<file path="config.mk">
export PLATFORM = sky130hd
export DESIGN_NAME = perf_counter_bank_flat
export DESIGN_NICKNAME = d
export VERILOG_FILES = /design/src/rtl/perf_counter_bank_if.sv /design/src/rtl/perf_counter_bank.sv /design/src/flat_wrapper.sv
export SDC_FILE = /design/constraint.sdc
export NUM_CORES = 1
export LEC_CHECK = 0
export ABC_CLOCK_PERIOD_IN_PS = 3300
export CAP_MARGIN = 5
export CORE_ASPECT_RATIO = 1.5
export CORE_MARGIN = 2
export CORE_UTILIZATION = 55
export DETAILED_ROUTE_END_ITERATION = 10
export GPL_TIMING_DRIVEN = 0
export PLACE_DENSITY = 0.79
export SYNTH_ARGS = -nofsm -noshare
export SYNTH_HDL_FRONTEND = slang
export SYNTH_SLANG_ARGS = --single-unit
</file>
<file path="constraint.sdc">
create_clock -name clk -period 3.3 [get_ports clk]
set_input_delay 0.495 -clock clk [delete_from_list [all_inputs] [get_ports clk]]
set_output_delay 0.495 -clock clk [all_outputs]
set_load 0.05 [all_outputs]
</file>
<file path="src/rtl/perf_counter_bank_if.sv">
// rtl/perf_counter_bank_if.sv - MEM-stage bus view of the performance-counter window
interface perf_counter_bank_if;
  logic [15:0] bus_addr;
  logic        bus_rd;
  logic        bus_wr;
  logic [15:0] bus_wdata;
  logic        perf_sel;
  logic [15:0] perf_rdata;

  modport master (
    output bus_addr, bus_rd, bus_wr, bus_wdata,
    input  perf_sel, perf_rdata
  );

  modport slave (
    input  bus_addr, bus_rd, bus_wr, bus_wdata,
    output perf_sel, perf_rdata
  );
endinterface

</file>
<file path="src/rtl/perf_counter_bank.sv">
// rtl/perf_counter_bank.sv - event counters, stall-latency histogram and stall counter behind a register window
module perf_counter_bank #(
  parameter int                          NUM_EVENTS = 4,
  parameter int                          NUM_BINS   = 4,
  parameter int                          CNT_WIDTH  = 16,
  parameter logic [15:0]                 BASE_ADDR  = 16'hFFE0,
  parameter logic [(NUM_BINS-1)*8-1:0]   LAT_THRESH = {8'd5, 8'd3, 8'd0},
  parameter bit                          SATURATE   = 1'b0
) (
  input  logic                  clk,
  input  logic                  rst_n,
  input  logic [NUM_EVENTS-1:0] event_inc,
  input  logic                  access_active,
  input  logic                  access_stall,
  perf_counter_bank_if.slave    bus
);

  // Counters occupy indices 0..NTOT-1 (events, bins, stall); CTRL sits at NTOT.
  localparam int          NTOT      = NUM_EVENTS + NUM_BINS + 1;
  localparam int          STALL_IDX = NTOT - 1;
  localparam logic [15:0] WIN_LO_W  = BASE_ADDR >> 1;
  localparam logic [15:0] WIN_HI_W  = WIN_LO_W + 16'(NTOT);

  logic [CNT_WIDTH-1:0] cnt_q [NTOT];
  logic [CNT_WIDTH-1:0] cnt_d [NTOT];
  logic                 en_q, en_d;
  logic                 ovf_q, ovf_d;
  logic [7:0]           lat_q, lat_d;

  logic [15:0]          word_addr;
  logic [15:0]          idx;
  logic                 in_win;
  logic                 wr_hit;
  logic                 ctrl_wr;
  logic                 clr_all;
  logic                 stall_cyc;
  logic                 complete;
  logic [3:0]           bin_idx;
  logic [NTOT-1:0]      inc_vec;
  logic                 ovf_set;
  logic [15:0]          rdata;

  // Window decode works on word addresses so the byte-select bit drops out.
  always_comb begin
    word_addr = bus.bus_addr >> 1;
    in_win    = (word_addr >= WIN_LO_W) && (word_addr <= WIN_HI_W);
    idx       = word_addr - WIN_LO_W;
    wr_hit    = bus.bus_wr && in_win;
    ctrl_wr   = wr_hit && (idx == 16'(NTOT));
    clr_all   = ctrl_wr && bus.bus_wdata[1];
    stall_cyc = access_active && access_stall;
    complete  = access_active && !access_stall && !bus.perf_sel;
  end

  assign bus.perf_sel   = (bus.bus_rd || bus.bus_wr) && in_win;
  assign bus.perf_rdata = rdata;

  // Read mux returns pre-edge register state, zero when the window is not selected.
  always_comb begin
    rdata = '0;
    if (bus.perf_sel) begin
      if (idx == 16'(NTOT)) begin
        rdata = {ovf_q, 14'd0, en_q};
      end else begin
        for (int k = 0; k < NTOT; k++) begin
          if (idx == 16'(k)) rdata[CNT_WIDTH-1:0] = cnt_q[k];
        end
      end
    end
  end

  // Histogram bin: smallest threshold the finished access fits under, else the last bin.
  always_comb begin
    bin_idx = 4'(NUM_BINS - 1);
    for (int i = NUM_BINS - 2; i >= 0; i--) begin
      if (lat_q <= LAT_THRESH[i*8 +: 8]) bin_idx = 4'(i);
    end
  end

  // Per-counter increment requests, all gated by EN.
  always_comb begin
    inc_vec = '0;
    inc_vec[NUM_EVENTS-1:0] = event_inc;
    for (int b = 0; b < NUM_BINS; b++) begin
      inc_vec[NUM_EVENTS + b] = complete && (bin_idx == 4'(b));
    end
    inc_vec[STALL_IDX] = stall_cyc;
    if (!en_q) inc_vec = '0;
  end

  // Counter next state: clear-all beats a bus write, which beats an increment.
  always_comb begin
    ovf_set = 1'b0;
    for (int k = 0; k < NTOT; k++) begin
      cnt_d[k] = cnt_q[k];
      if (clr_all) begin
        cnt_d[k] = '0;
      end else if (wr_hit && (idx == 16'(k))) begin
        cnt_d[k] = bus.bus_wdata[CNT_WIDTH-1:0];
      end else if (inc_vec[k]) begin
        if (&cnt_q[k]) begin
          ovf_set  = 1'b1;
          cnt_d[k] = SATURATE ? cnt_q[k] : '0;
        end else begin
          cnt_d[k] = cnt_q[k] + 1'b1;
        end
      end
    end
  end

  // CTRL and latency tracker next state; a new overflow wins over write-1-to-clear.
  always_comb begin
    en_d  = ctrl_wr ? bus.bus_wdata[0] : en_q;
    ovf_d = ovf_q;
    if (ctrl_wr && bus.bus_wdata[15]) ovf_d = 1'b0;
    if (clr_all)                      ovf_d = 1'b0;
    if (ovf_set)                      ovf_d = 1'b1;

    lat_d = lat_q;
    if (clr_all || !en_q) begin
      lat_d = '0;
    end else if (stall_cyc) begin
      lat_d = (lat_q == 8'hFF) ? lat_q : lat_q + 8'd1;
    end else if (complete) begin
      lat_d = '0;
    end
  end

  // State registers; reset also discards any partially measured access.
  always_ff @(posedge clk or negedge rst_n) begin
    if (!rst_n) begin
      for (int k = 0; k < NTOT; k++) cnt_q[k] <= '0;
      en_q  <= 1'b1;
      ovf_q <= 1'b0;
      lat_q <= '0;
    end else begin
      for (int k = 0; k < NTOT; k++) cnt_q[k] <= cnt_d[k];
      en_q  <= en_d;
      ovf_q <= ovf_d;
      lat_q <= lat_d;
    end
  end

endmodule

</file>
<file path="src/flat_wrapper.sv">
// flat-port wrapper written by rule: the top's interface ports become plain ports
module perf_counter_bank_flat 
#(
  parameter int                          NUM_EVENTS = 4,
  parameter int                          NUM_BINS   = 4,
  parameter int                          CNT_WIDTH  = 16,
  parameter logic [15:0]                 BASE_ADDR  = 16'hFFE0,
  parameter logic [(NUM_BINS-1)*8-1:0]   LAT_THRESH = {8'd5, 8'd3, 8'd0},
  parameter bit                          SATURATE   = 1'b0
)
  (clk, rst_n, event_inc, access_active, access_stall, bus_bus_addr, bus_bus_rd, bus_bus_wr, bus_bus_wdata, bus_perf_sel, bus_perf_rdata);
  perf_counter_bank_if bus_i ();
  input  logic clk;
  input  logic rst_n;
  input  logic [NUM_EVENTS-1:0] event_inc;
  input  logic access_active;
  input  logic access_stall;
  input wire logic [$bits(bus_i.bus_addr)-1:0] bus_bus_addr;
  input wire logic [$bits(bus_i.bus_rd)-1:0] bus_bus_rd;
  input wire logic [$bits(bus_i.bus_wr)-1:0] bus_bus_wr;
  input wire logic [$bits(bus_i.bus_wdata)-1:0] bus_bus_wdata;
  output wire logic [$bits(bus_i.perf_sel)-1:0] bus_perf_sel;
  output wire logic [$bits(bus_i.perf_rdata)-1:0] bus_perf_rdata;
  assign bus_i.bus_addr = bus_bus_addr;
  assign bus_i.bus_rd = bus_bus_rd;
  assign bus_i.bus_wr = bus_bus_wr;
  assign bus_i.bus_wdata = bus_bus_wdata;
  assign bus_perf_sel = bus_i.perf_sel;
  assign bus_perf_rdata = bus_i.perf_rdata;
  perf_counter_bank #(.NUM_EVENTS(NUM_EVENTS), .NUM_BINS(NUM_BINS), .CNT_WIDTH(CNT_WIDTH), .BASE_ADDR(BASE_ADDR), .LAT_THRESH(LAT_THRESH), .SATURATE(SATURATE)) u_core (.clk(clk), .rst_n(rst_n), .event_inc(event_inc), .access_active(access_active), .access_stall(access_stall), .bus(bus_i));
endmodule
</file>
==> out/summary.txt <==
Initial antenna violation count - 4
Outcome - finished with violations
Peak Freq - 298 MHz
Synth Area in Simple Gates - 29.9%
PortBufs - 43
Leading cell type in the layout, fill and taps excluded - nor2_1
Period minus WS final - 3360 ps
I/O Pins - 59
Syn nets - 1,576
NumNets Final - 1,670
Initial drt markers - 2,266
CTS tree - built
RR Startpoint - u_core.lat_q[4]$_DFFE_PN0P_
Mux contribution to synthesized area - 2.46%
Maxcap violations - 0
Primary FF master, synth - dfrtp_1
Layout cells sized above 1 - 11.5%
Final Cycle Share - 102%
Fill cells - 1,845
Final WL - 49.7 mm
Clk buf depth - 2
Synth Area in XOR/XNOR - 4.84%
Async set-reset flop share out of synthesis - 100%
Failing checks - negative setup slack
Hold endpoint - u_core.cnt_q[56]$_DFFE_PN0P_
Cells after Synth - 1,521
TritonCTS buffer count - 17
Reg-to-reg critical path endpoint - u_core.cnt_q[20]$_DFFE_PN0P_
Sink Count - 154
Most frequent cells in the layout - nor2_1, dfrtp_1, o21ai_0
Cell depth of the worst flop-to-flop path - 8
Worst hold path depth - 3
Largest net degree at the start of global routing - 119
CP top delay family - buffers and inverters
Die H - 183 um
Post-synthesis cell area - 11,800 um^2
Max rail drop VDD - 0.000393 V
Worst-Skew Late Latency - 450 ps
DR vias/cell - 7.29
Met1 wire length - 16.7 mm
# DRC - 0
EDFF count, synth - 0
Main combinational cell family by area after synthesis - simple AND/OR/NAND/NOR gates
Slowest CP cell - nor3_4
Vias - 13,800
Post-synthesis compound-gate area fraction - 24.2%
Setup TNS - -115 ps
FP Rows - 65
Die ar. - 22,600 um^2
Routed Antenna Nets - 0
Worst min path class - in2reg
Initial core utilization - 56.1%
Layout Skew - 10.8 ps
Drt first pass iters - 9
Total track usage - 44.6%
Syn_area_per_cell - 7.74 um^2
Max Used Layer - met5
Crit path largest cell delay - 360 ps
Startpoint types - input port
Post-synthesis sequential area ratio - 32.8%
Core Footprint - 21,000 um^2
Final hold violation count - 0
Adder-Cell Fraction of Synth Area - 1.38%
Wire per inst - 26.2 um
Max Slew Vio Count - 0
Worst min-delay path startpoint - bus_bus_wdata[8]
Met3 Routed Length - 5.93 mm
Req. time, crit path - 2800 ps
Crit. End Element - output pin
First-pass GRT wire length - 75.1 mm
Total gr overflow - 0
Root buf cell - clkbuf_16
Final setup fails - 5
Cell variety after synth - 86
Reg clk slew, reported paths - 70 ps
RePlAce Congestion - 1.09
Crit-path cells - dlygate4sd2_1 > clkbuf_8 > clkbuf_4 > and4b_1 > nor3_4 > nand2_2 > o22ai_1 > a21o_1 > buf_4
Leakage - 5.50 nW
Worst Max-Slew Pin Slew - 1180 ps
Setup WS pre-CTS - -1830 ps
Metal2 WL - 21.9 mm
Arr. time, crit path - 2870 ps
Buf/Inv on CP - 4
Vias in the first global route - 13,000
Htree depth - 4
Crit Path Category - in2out
Worst reg-to-reg setup slack - 280 ps
Area growth, synth to finish - 17.8%
Final WS setup - -60.2 ps
Fin cells - 1,897
Crit-path max FO - 10
Power per cell area - 313 nW/um^2
Die extent in x - 123 um
Synthesis-stage register bit count - 154
Ys Warns - 0
Placed Cells - 1,834
Slew HR - 20.6%
Post-DP HPWL - 35.1 mm
## metrics by stage
| stage | area (um^2) | power, mW | hold WS (ps) | utilization (%) |
|---|---|---|---|---|
| 6_report | 13900 | 4.33 | 420 | 66.1 |
| 3_3_place_gp | 12600 | 2.18 | 516 | 59.9 |
| 5_1_grt | 13900 | 4.42 | 440 | 66.1 |
| 2_1_floorplan | 11800 | 2.03 | 199 | - |
| 3_5_place_dp | 12600 | 2.19 | 385 | 60.2 |
| 4_1_cts | 13600 | 4.31 | 420 | 64.9 |
## layer usage
metal	vias to the layer above	track usage (%)
met2	1121	68.6
met4	6	35.5
li1	5912	-
met1	6423	52.1
met5	-	0
met3	372	11.1
## synthesized netlist by cell type (all sizes together), types with 4 or more instances
master / instances / share of area (%)
dfrtp: 153 / 33
nor3b: 4 / 0.26
a22oi: 31 / 2.0
a21o: 9 / 0.58
o22ai: 22 / 1.2
nor4: 43 / 2.3
xor2: 26 / 1.9
mux2i: 21 / 1.8
nor2: 187 / 6.0
a22o: 6 / 0.45
a221oi: 9 / 0.67
or4: 10 / 0.73
buf: 17 / 0.77
o31a: 6 / 0.45
o31ai: 6 / 0.38
o21ai: 142 / 6.0
nand2b: 10 / 0.53
or2: 4 / 0.21
a31oi: 6 / 0.32
and4: 13 / 0.97
o2111ai: 7 / 0.52
a211o: 5 / 0.38
a2bb2oi: 8 / 0.60
nand3: 90 / 3.8
nand4: 45 / 2.4
and3: 42 / 2.3
o21a: 11 / 0.70
a21oi: 89 / 3.8
o221ai: 9 / 0.67
a2111oi: 4 / 0.56
a211oi: 25 / 1.6
inv: 21 / 0.67
clkbuf: 80 / 2.7
nand2: 127 / 4.1
and2: 16 / 0.85
or3: 7 / 0.37
mux2: 5 / 0.48
ha: 13 / 1.4
xnor2: 39 / 2.9
nor3: 85 / 3.8
o211ai: 17 / 1.1
## cell type report
type	instances	area (um^2)	area share, %
buffer	97	536	3.86
multi-input combinational	1247	7730	55.7
clock buffer	20	447	3.22
inverter	21	78.8	0.569
antenna	1	2.50	0.0180
clock inverter	12	173	1.25
timing repair buffer	77	712	5.13
sequential	154	3850	27.8
tap	268	335	2.42
## cell families (layout without fill, tap and decap cells)
kind of cell    count (synthesis)  in the layout
compound gates                440            440
other cells                     0              1
mux                            27             27
simple gates                  702            702
flops                         154            154
xor+xnor                       65             65
fa+ha+maj                      13             13
buf+inv                       120            227
## flip-flops by register name (all words and copies together), names as in the netlist
register	count
u_core.cnt_q	144
u_core.lat_q	8
u_core.en_q	1
u_core.ovf_q	1
## tightest hold or removal path: stages
cell and delay, ps:
buf_4 200, nand2_1 80, a21oi_1 60
## timing repair
action                     4_1_cts  5_1_grt
hold endpoints to repair        36        0
hold buffers                     1        0
setup endpoints to repair       52       30
setup buffers                   13       18
pin swaps                       12        6
gates resized for setup        184       38
## where the power goes
part | internal [mW] | switching (mW)
logic | 0.0871 | 0.224
clock network | 1.28 | 0.849
registers | 1.89 | 0.00341
## how the worst max path moves through the flow
stage          cells past startpoint             start                     endpoint  slack (ps)
2_1_floorplan                      7   bus_bus_addr[5]           bus_perf_rdata[10]        -150
6_report                           9   bus_bus_addr[4]           bus_perf_rdata[11]         -60
4_1_cts                           10  bus_bus_addr[10]           bus_perf_rdata[15]           1
5_1_grt                           10   bus_bus_addr[4]            bus_perf_rdata[0]         -20
3_3_place_gp                       1             rst_n  u_core.lat_q[3]$_DFFE_PN0P_       -4760
3_5_place_dp                       9   bus_bus_addr[6]            bus_perf_rdata[1]       -1830
Note: power is estimated with default switching activity, not from simulation.
